## src/rtl/uart_tx_fifo_if.sv

```systemverilog
// ============================================================================
// Module  : uart_tx_fifo_if
// Brief   : Push-side and line-side signals of the buffered UART transmitter.
// Revision: 1.0
// ============================================================================
`default_nettype none
`timescale 1ns/1ps

interface uart_tx_fifo_if #(
    parameter int FIFO_DEPTH = 16
) ();
    logic                          wr_en;
    logic [7:0]                    wr_data;
    logic                          full;
    logic                          empty;
    logic [$clog2(FIFO_DEPTH):0]   level;
    logic                          overflow;
    logic                          tx;
    logic                          tx_busy;

    modport master (
        output wr_en, wr_data,
        input  full, empty, level, overflow, tx, tx_busy
    );

    modport slave (
        input  wr_en, wr_data,
        output full, empty, level, overflow, tx, tx_busy
    );
endinterface

`default_nettype wire

```

## src/rtl/uart_tx_fifo.sv

```systemverilog
// ============================================================================
// Module  : uart_tx_fifo
// Brief   : FIFO-buffered UART transmitter, configurable data/parity/stop.
// Revision: 1.0
// ============================================================================
`default_nettype none
`timescale 1ns/1ps

module uart_tx_fifo #(
    parameter int CLK_FREQ   = 48_000_000,
    parameter int BAUD_RATE  = 115_200,
    parameter int DATA_BITS  = 8,
    parameter int PARITY     = 0,
    parameter int STOP_BITS  = 1,
    parameter int FIFO_DEPTH = 16
) (
    input  wire logic       clk,
    input  wire logic       rst,
    uart_tx_fifo_if.slave   bus
);
    localparam int               c_div       = CLK_FREQ / BAUD_RATE;
    localparam int               c_cnt_w     = $clog2(c_div);
    localparam int               c_ptr_w     = $clog2(FIFO_DEPTH);
    localparam int               c_lvl_w     = c_ptr_w + 1;
    localparam logic [7:0]       c_mask      = 8'((1 << DATA_BITS) - 1);
    localparam logic [2:0]       c_last_data = 3'(DATA_BITS - 1);
    localparam logic [2:0]       c_last_stop = 3'(STOP_BITS - 1);
    localparam logic [c_cnt_w-1:0] c_cnt_last = c_cnt_w'(c_div - 1);

    typedef enum logic [2:0] {
        S_IDLE  = 3'd0,
        S_START = 3'd1,
        S_DATA  = 3'd2,
        S_PAR   = 3'd3,
        S_STOP  = 3'd4
    } state_t;

    logic [7:0]          r_mem [FIFO_DEPTH];
    logic [c_ptr_w-1:0]  r_wr_ptr;
    logic [c_ptr_w-1:0]  r_rd_ptr;
    logic [c_lvl_w-1:0]  r_level;
    logic                r_ovf;

    state_t              r_state;
    logic [c_cnt_w-1:0]  r_cnt;
    logic [2:0]          r_idx;
    logic [7:0]          r_shift;
    logic                r_par;
    logic                r_tx;

    state_t              w_state_nxt;
    logic [c_cnt_w-1:0]  w_cnt_nxt;
    logic [2:0]          w_idx_nxt;
    logic [7:0]          w_shift_nxt;
    logic                w_par_nxt;
    logic                w_tx_nxt;
    logic                w_pop;
    logic                w_push;
    logic                w_full;
    logic                w_empty;
    logic                w_bit_done;
    logic [7:0]          w_head;

    assign w_full     = (r_level == c_lvl_w'(FIFO_DEPTH));
    assign w_empty    = (r_level == '0);
    assign w_push     = bus.wr_en && !w_full;
    assign w_bit_done = (r_cnt == c_cnt_last);
    // Bits above DATA_BITS-1 never reach the line or the parity.
    assign w_head     = r_mem[r_rd_ptr] & c_mask;

    always_comb begin
        w_state_nxt = r_state;
        w_cnt_nxt   = r_cnt + 1'b1;
        w_idx_nxt   = r_idx;
        w_shift_nxt = r_shift;
        w_par_nxt   = r_par;
        w_pop       = 1'b0;
        case (r_state)
            S_IDLE: begin
                w_cnt_nxt = '0;
                if (!w_empty) begin
                    w_pop       = 1'b1;
                    w_state_nxt = S_START;
                    w_shift_nxt = w_head;
                    w_par_nxt   = (PARITY == 1) ? ~^w_head : ^w_head;
                    w_idx_nxt   = '0;
                end
            end
            S_START: begin
                if (w_bit_done) begin
                    w_cnt_nxt   = '0;
                    w_idx_nxt   = '0;
                    w_state_nxt = S_DATA;
                end
            end
            S_DATA: begin
                if (w_bit_done) begin
                    w_cnt_nxt = '0;
                    if (r_idx == c_last_data) begin
                        w_idx_nxt   = '0;
                        w_state_nxt = (PARITY != 0) ? S_PAR : S_STOP;
                    end else begin
                        w_idx_nxt   = r_idx + 3'd1;
                        w_shift_nxt = {1'b0, r_shift[7:1]};
                    end
                end
            end
            S_PAR: begin
                if (w_bit_done) begin
                    w_cnt_nxt   = '0;
                    w_idx_nxt   = '0;
                    w_state_nxt = S_STOP;
                end
            end
            S_STOP: begin
                if (w_bit_done) begin
                    w_cnt_nxt = '0;
                    if (r_idx == c_last_stop) begin
                        w_idx_nxt   = '0;
                        w_state_nxt = S_IDLE;
                    end else begin
                        w_idx_nxt = r_idx + 3'd1;
                    end
                end
            end
            default: begin
                w_cnt_nxt   = '0;
                w_state_nxt = S_IDLE;
            end
        endcase

        // Line level is registered from the upcoming state so tx never glitches.
        case (w_state_nxt)
            S_START: w_tx_nxt = 1'b0;
            S_DATA:  w_tx_nxt = w_shift_nxt[0];
            S_PAR:   w_tx_nxt = w_par_nxt;
            default: w_tx_nxt = 1'b1;
        endcase
    end

    always_ff @(posedge clk) begin
        if (rst) begin
            r_state  <= S_IDLE;
            r_cnt    <= '0;
            r_idx    <= '0;
            r_shift  <= '0;
            r_par    <= 1'b0;
            r_tx     <= 1'b1;
            r_wr_ptr <= '0;
            r_rd_ptr <= '0;
            r_level  <= '0;
            r_ovf    <= 1'b0;
        end else begin
            r_state <= w_state_nxt;
            r_cnt   <= w_cnt_nxt;
            r_idx   <= w_idx_nxt;
            r_shift <= w_shift_nxt;
            r_par   <= w_par_nxt;
            r_tx    <= w_tx_nxt;
            if (w_push) r_wr_ptr <= r_wr_ptr + 1'b1;
            if (w_pop)  r_rd_ptr <= r_rd_ptr + 1'b1;
            case ({w_push, w_pop})
                2'b10:   r_level <= r_level + 1'b1;
                2'b01:   r_level <= r_level - 1'b1;
                default: r_level <= r_level;
            endcase
            r_ovf <= bus.wr_en && w_full;
        end
    end

    always_ff @(posedge clk) begin
        if (w_push) r_mem[r_wr_ptr] <= bus.wr_data;
    end

    assign bus.full     = w_full;
    assign bus.empty    = w_empty;
    assign bus.level    = r_level;
    assign bus.overflow = r_ovf;
    assign bus.tx       = r_tx;
    assign bus.tx_busy  = (r_state != S_IDLE) || !w_empty;

endmodule

`default_nettype wire
```

## src/flat_wrapper.sv

```systemverilog
// flat-port wrapper written by rule: the top's interface ports become plain ports
module uart_tx_fifo_flat 
#(
    parameter int CLK_FREQ   = 48_000_000,
    parameter int BAUD_RATE  = 115_200,
    parameter int DATA_BITS  = 8,
    parameter int PARITY     = 0,
    parameter int STOP_BITS  = 1,
    parameter int FIFO_DEPTH = 16
)
  (clk, rst, bus_wr_en, bus_wr_data, bus_full, bus_empty, bus_level, bus_overflow, bus_tx, bus_tx_busy);
  uart_tx_fifo_if #(.FIFO_DEPTH(FIFO_DEPTH)) bus_i ();
  input  wire logic clk;
  input  wire logic rst;
  input wire logic [$bits(bus_i.wr_en)-1:0] bus_wr_en;
  input wire logic [$bits(bus_i.wr_data)-1:0] bus_wr_data;
  output wire logic [$bits(bus_i.full)-1:0] bus_full;
  output wire logic [$bits(bus_i.empty)-1:0] bus_empty;
  output wire logic [$bits(bus_i.level)-1:0] bus_level;
  output wire logic [$bits(bus_i.overflow)-1:0] bus_overflow;
  output wire logic [$bits(bus_i.tx)-1:0] bus_tx;
  output wire logic [$bits(bus_i.tx_busy)-1:0] bus_tx_busy;
  assign bus_i.wr_en = bus_wr_en;
  assign bus_i.wr_data = bus_wr_data;
  assign bus_full = bus_i.full;
  assign bus_empty = bus_i.empty;
  assign bus_level = bus_i.level;
  assign bus_overflow = bus_i.overflow;
  assign bus_tx = bus_i.tx;
  assign bus_tx_busy = bus_i.tx_busy;
  uart_tx_fifo #(.CLK_FREQ(CLK_FREQ), .BAUD_RATE(BAUD_RATE), .DATA_BITS(DATA_BITS), .PARITY(PARITY), .STOP_BITS(STOP_BITS), .FIFO_DEPTH(FIFO_DEPTH)) u_core (.clk(clk), .rst(rst), .bus(bus_i));
endmodule
```

## config.mk

```make
export PLATFORM = sky130hd
export DESIGN_NAME = uart_tx_fifo_flat
export DESIGN_NICKNAME = d
export VERILOG_FILES = /design/src/rtl/uart_tx_fifo_if.sv /design/src/rtl/uart_tx_fifo.sv /design/src/flat_wrapper.sv
export SDC_FILE = /design/constraint.sdc
export NUM_CORES = 1
export LEC_CHECK = 0
export CAP_MARGIN = 20
export CORE_MARGIN = 3
export CORE_UTILIZATION = 55
export DETAILED_ROUTE_END_ITERATION = 10
export PLACE_DENSITY = 0.75
export SYNTH_ARGS = -nofsm -noshare
export SYNTH_HDL_FRONTEND = slang
export SYNTH_SLANG_ARGS = --single-unit
```

## constraint.sdc

```tcl
create_clock -name clk -period 3.13 [get_ports clk]
set_input_delay 0.939 -clock clk [delete_from_list [all_inputs] [get_ports clk]]
set_output_delay 0.939 -clock clk [all_outputs]
set_load 0.02 [all_outputs]
```

Word-level counts from Yosys, hierarchy flattened:

Memories as Yosys holds them, arrays and structs flattened. A register that Yosys moved wholly into a read port is not among the register bits.
Index checks and enable logic that the tools add are counted.

* bits in registers: 39
* bits in latches: 0
* RAM bits: 128
* ROM bits: 0
* input bits: 11
* word-level logic and storage cells: 83
* memories kept: 1

Memories
* u_core.r_mem: words 16, width 8, rd ports 1, clocked after memory_dff 1, wr ports 1, RTL line uart_tx_fifo.sv:38 `logic [7:0] r_mem [FIFO_DEPTH];`

* add/sub/neg operators: 6
* multiply operators: 0
* divide/modulo/power cells: 0
* $lt $le $gt $ge: 0
* equal/unequal tests: 17
* shift operators: 0
* multiplexer cells: 29
* bitwise gates (word level): 1
* reductions and logical operators: 18

Operators by type and width (count)
* 2-to-1 mux 3 bit: 13
* 2-to-1 mux 8 bit: 3
* case mux 8 bit (2 select lines): 1
* case mux 3 bit (5 select lines): 1
* equality test 3 x 2 -> 1 bit (second input constant): 4
* case mux 3 bit (4 select lines): 1
* case mux 5 bit (2 select lines): 1
* adder 9 x 1 -> 9 bit (second input constant): 1
* equality test 9 bit (second input constant): 1
* adder 4 x 1 -> 4 bit (second input constant): 2
* 2-to-1 mux 4 bit: 2
* parity 8 bit: 1
* equality test 3 x 1 -> 1 bit (second input constant): 2
* equality test 3 bit (second input constant): 2
* logical NOT 3 bit: 2
* 2-to-1 mux 1 bit: 6
* != test 2 x 1 -> 1 bit (second input constant): 3
* adder 5 x 1 -> 5 bit (second input constant): 1
* equality test 5 bit (second input constant): 1
* logical NOT 5 bit: 1
* AND reduction 5 bit: 1
* subtractor 5 x 1 -> 5 bit (second input constant): 1
* != test 2 bit (second input constant): 2
* AND reduction 4 bit: 1
* other kinds (14): 17

Longest topological paths before layout:

* depth in word-level cells: 6
* mapped depth: 13
* mapped depth without buffers: 12

Worst setup path after synthesis:

No wires, ideal clock.

* path type: reg2reg
* from: reg u_core.r_level[0], in the netlist u_core.bus.level[0]
* to: reg u_core.r_level[4], in the netlist u_core.bus.level[4]
* arrival time: 3.260 ns
* data required time: 3.060 ns
* setup slack: -0.200 ns
* cell stages (with the launch flop): 12
* path buffers: 1
* cell sequence: dfxtp_1 -> nor4_1 -> nor2b_1 -> nor3_1 -> clkbuf_1 -> ha_1 -> fa_1 -> a21o_1 -> a21oi_1 -> xor2_1 -> or3_1 -> a21oi_1

* longest elaborated chain between the ends: 5
* elaborated cells on any way between the ends: 12

RTL lines
* from (decl): RTL line uart_tx_fifo.sv:41 `logic [c_lvl_w-1:0] r_level;`
* from (signal assigned): RTL line uart_tx_fifo.sv:163 `2'b10: r_level <= r_level + 1'b1;`
* from (signal assigned): RTL line uart_tx_fifo.sv:164 `2'b01: r_level <= r_level - 1'b1;`
* from (signal assigned): RTL line uart_tx_fifo.sv:165 `default: r_level <= r_level;`
* logical NOT 5 bit *: RTL line uart_tx_fifo.sv:65 `assign w_empty = (r_level == '0);`
* via bus_empty: RTL line flat_wrapper.sv:18 `output wire logic [$bits(bus_i.empty)-1:0] bus_empty;`
* 2-to-1 mux 1 bit *: RTL line uart_tx_fifo.sv:81 `if (!w_empty) begin`
* 2-to-1 mux 1 bit *: RTL line uart_tx_fifo.sv:78 `case (r_state)`
* via u_core.w_pop: RTL line uart_tx_fifo.sv:57 `logic w_pop;`
* equality test 2 x 1 -> 1 bit or equality test 2 bit (tied branches): RTL line uart_tx_fifo.sv:162 `case ({w_push, w_pop})`
* case mux 5 bit (2 select lines) or nonzero test 2 bit (tied branches)

Mark *: on every way through the listed nets, which the timed path passes. The rest lies on a longest branch.
A chain may end at the register's enable or synchronous reset.

Final worst setup path:

* from: reg u_core.r_level[0], in the netlist u_core.bus.level[0]
* to: out bus_empty

* longest elaborated chain between the ends: 1

RTL lines (RTL line)
* logical NOT 5 bit: uart_tx_fifo.sv:65
* to (decl): flat_wrapper.sv:18

Every way passes these cells.

==> out/qor.txt <==
status = complete, no violations
multi-input logic area = 2180 um^2
Worst Path Arrival = 2.05 ns
final critical-path share of the clock period = 95.4%
post-layout min period = 2.99 ns
maximum vdd drop = 0.000741 V
Pleak = 2.77 nW
clock sink count = 171
I/O pin count = 21
clock-pin transition on the worst setup and hold timing paths = 0.06 ns
Rows = 40
Async SR Flop Fraction = 0%
startpoint types = flop
CTS max path bufs = 2
Post CTS Setup Buffer Count = 0
grt ovf = 0
HPWL Detailed = 8.14 mm
Register Area = 4710 um^2
pwr/cell area = 771 nW/um^2
worst slew pin tran = 0.674 ns
average vias per placed instance = 5.73
FILL cells = 844
Final Skew = 0.00754 ns
drt initial violations = 468
CP endpoint kind = output port
Final Wtd Congestion = 0.856
clock root buffer = clkbuf_16
Worst Path Required = 2.19 ns
slowest CP cell = clkdlybuf4s50_1
slew margin rel. = 55.0%
share of layout cells above drive strength 1 = 16.2%
setup TNS = 0 ns
Seq cells post-synth = 171
Avg WL per Cell = 18.8 um
Die H = 119 um
Mapped Avg Cell Area = 15.5 um^2
total track usage = 19.6%
crit-path max cell delay = 0.60 ns
CTS tree = yes
port buffer count = 20
hold violation total from the final report = 0
fmax = 0.335 GHz
largest area contributor in the netlist = edfxtp_1
number of buffers created by CTS = 17
Initial Util = 57.5%
Min Hold Slack = 0.454 ns
synth warn = 0
cells after synthesis = 454
syn nets = 479
post-synthesis sequential area ratio = 66.7%
Worst path top cell family by delay = buffers and inverters
Synth top area share = 54.5%
first-pass GRT wire length = 20.6 mm
H-tree depth = 4
Hold Path Class = reg2reg
worst-skew pair later-pin latency = 0.43 ns
core area = 12300 um^2
Final Util = 66.1%
CP max FO = 4
synth unique cells = 50
post-synthesis cell area = 7050 um^2
Area contributors post-synth = edfxtp_1 55%, dfxtp_1 12%, mux4_1 5.6%
path type of the worst setup path = reg2out
1st-pass router iterations = 5
Via Count = 3899
Setup Viol. Count Final = 0
Die Area = 14200 um^2
crit-path cells = nor4_2 > nor2b_4 > buf_4 > clkdlybuf4s50_1
Synth Flop Type = edfxtp_1
largest net degree at the start of global routing = 33
RSZ-0062 raised after global routing = no
max-slew violations = 0
antenna violations before repair = 0
chip width = 119 um
ANT cells = 0
max cap viols = 0
vias in the first global route = 3881
Routed Wire Length = 12.8 mm
WP buf/inv = 2
Layout area overhead = 14.9%
Post-synth EDFFs = 128
number of remaining DRC errors = 0
ANT nets after route = 0
Final #Nets = 524
==> tightest hold or removal path: stages, from the launching register on <==
cell and delay (ns):
dfxtp_1 0.31, nand2_1 0.05, a21oi_1 0.05
==> registers in the layout, indices dropped and copies added (netlist names), named ones only <==
name,count
u_core.r_rd_ptr,4
u_core.r_wr_ptr,4
u_core.r_state,3
u_core.r_idx,3
u_core.bus.tx,1
u_core.bus.level,5
u_core.r_par,1
u_core.r_shift,8
u_core.r_mem,128
u_core.r_cnt,9
u_core.bus.overflow,1
==> through the flow <==
step	total power, mW	cells	setup slack, ns	cell area [um^2]
floorplan	3.97	454	0.0432	7060
global placement	4.36	648	-0.0211	7560
detailed placement	4.41	648	-0.135	7560
CTS	6.28	680	0.0534	8080
global route	6.56	680	0.0310	8100
finish	6.25	680	0.145	8100
==> cells in the final DEF (no fill, tap or decap), drive strengths merged, types with 10 or more instances in the layout <==
cell | netlist | routed
edfxtp | 128 | 128
clkbuf | 11 | 19
clkdlybuf4s50 | 0 | 20
a22oi | 23 | 23
mux4 | 32 | 32
a21oi | 16 | 16
inv | 12 | 16
nor2 | 54 | 54
xnor2 | 10 | 10
nand2 | 27 | 27
ha | 13 | 13
xor2 | 11 | 11
buf | 10 | 27
dfxtp | 43 | 43
==> cells in the mapped netlist (all sizes together) (7+ instances only) <==
cell type and instances:
nand2 27, nand3 7, dfxtp 43, clkbuf 11, xnor2 10, xor2 11
a21oi 16, edfxtp 128, a22oi 23, nor2 54, buf 10, inv 12
mux4 32, nor3 9, ha 13
==> per-layer routing <==
metal	share of wire, %	up-vias	GRT usage (%)
met5	0	-	0
met4	1.3	0	6.95
met3	6.2	13	6.22
met2	50	127	31.1
met1	42	1924	25.7
li1	-	1835	-
==> area by class of cell <==
| class | count | area share, % |
|---|---|---|
| Inverter | 12 | 0.556 |
| Tap cell | 168 | 2.59 |
| Timing Repair Buffer | 47 | 5.28 |
| Clock buffer | 19 | 5.34 |
| Clock inverter | 13 | 1.16 |
| Multi-Input combinational cell | 250 | 27.0 |
| Sequential cell | 171 | 58.1 |
==> repair_timing <==
action | in CTS | in global routing
hold endpoints to repair | 0 | 0
hold buffers | 0 | 0
endpoints found under the setup margin | 0 | 4
gates resized for setup | 0 | 3
==> where the power goes <==
| group | switching, mW | internal [mW] | leakage, nW |
|---|---|---|---|
| Sequential | 0.0878 | 2.60 | 1.51 |
| Clock | 0.856 | 1.02 | 0.259 |
| Combinational | 0.858 | 0.827 | 1.01 |
==> path summary, 6_finish.rpt <==
check / from / end / slack [ns] / cells after the start
max: u_core.bus.level[0]$_SDFFE_PP0P_ / bus_empty / 0.14 / 4
min: u_core.r_shift[6]$_SDFFE_PP0P_ / u_core.r_shift[6]$_SDFFE_PP0P_ / 0.45 / 2
max reg2reg: u_core.bus.level[2]$_SDFFE_PP0P_ / u_core.bus.level[4]$_SDFFE_PP0P_ / 0.35 / 10
min reg2reg: u_core.r_shift[6]$_SDFFE_PP0P_ / u_core.r_shift[6]$_SDFFE_PP0P_ / 0.45 / 2
==> logic make-up (layout without fill, tap and decap cells) <==
| logic type | count (synthesis) | in the layout | synth area share (%) |
|---|---|---|---|
| buffers and inverters | 33 | 91 | 2.63 |
| xor gates and xnor gates | 22 | 22 | 2.93 |
| DFF | 171 | 171 | 66.7 |
| muxes | 35 | 35 | 11.4 |
| adders and majority gates | 15 | 15 | 2.73 |
| and+or+nand+nor | 123 | 123 | 8.13 |
| AOI/OAI and AO/OA | 55 | 55 | 5.40 |
Power figures use the tool's default switching activity.
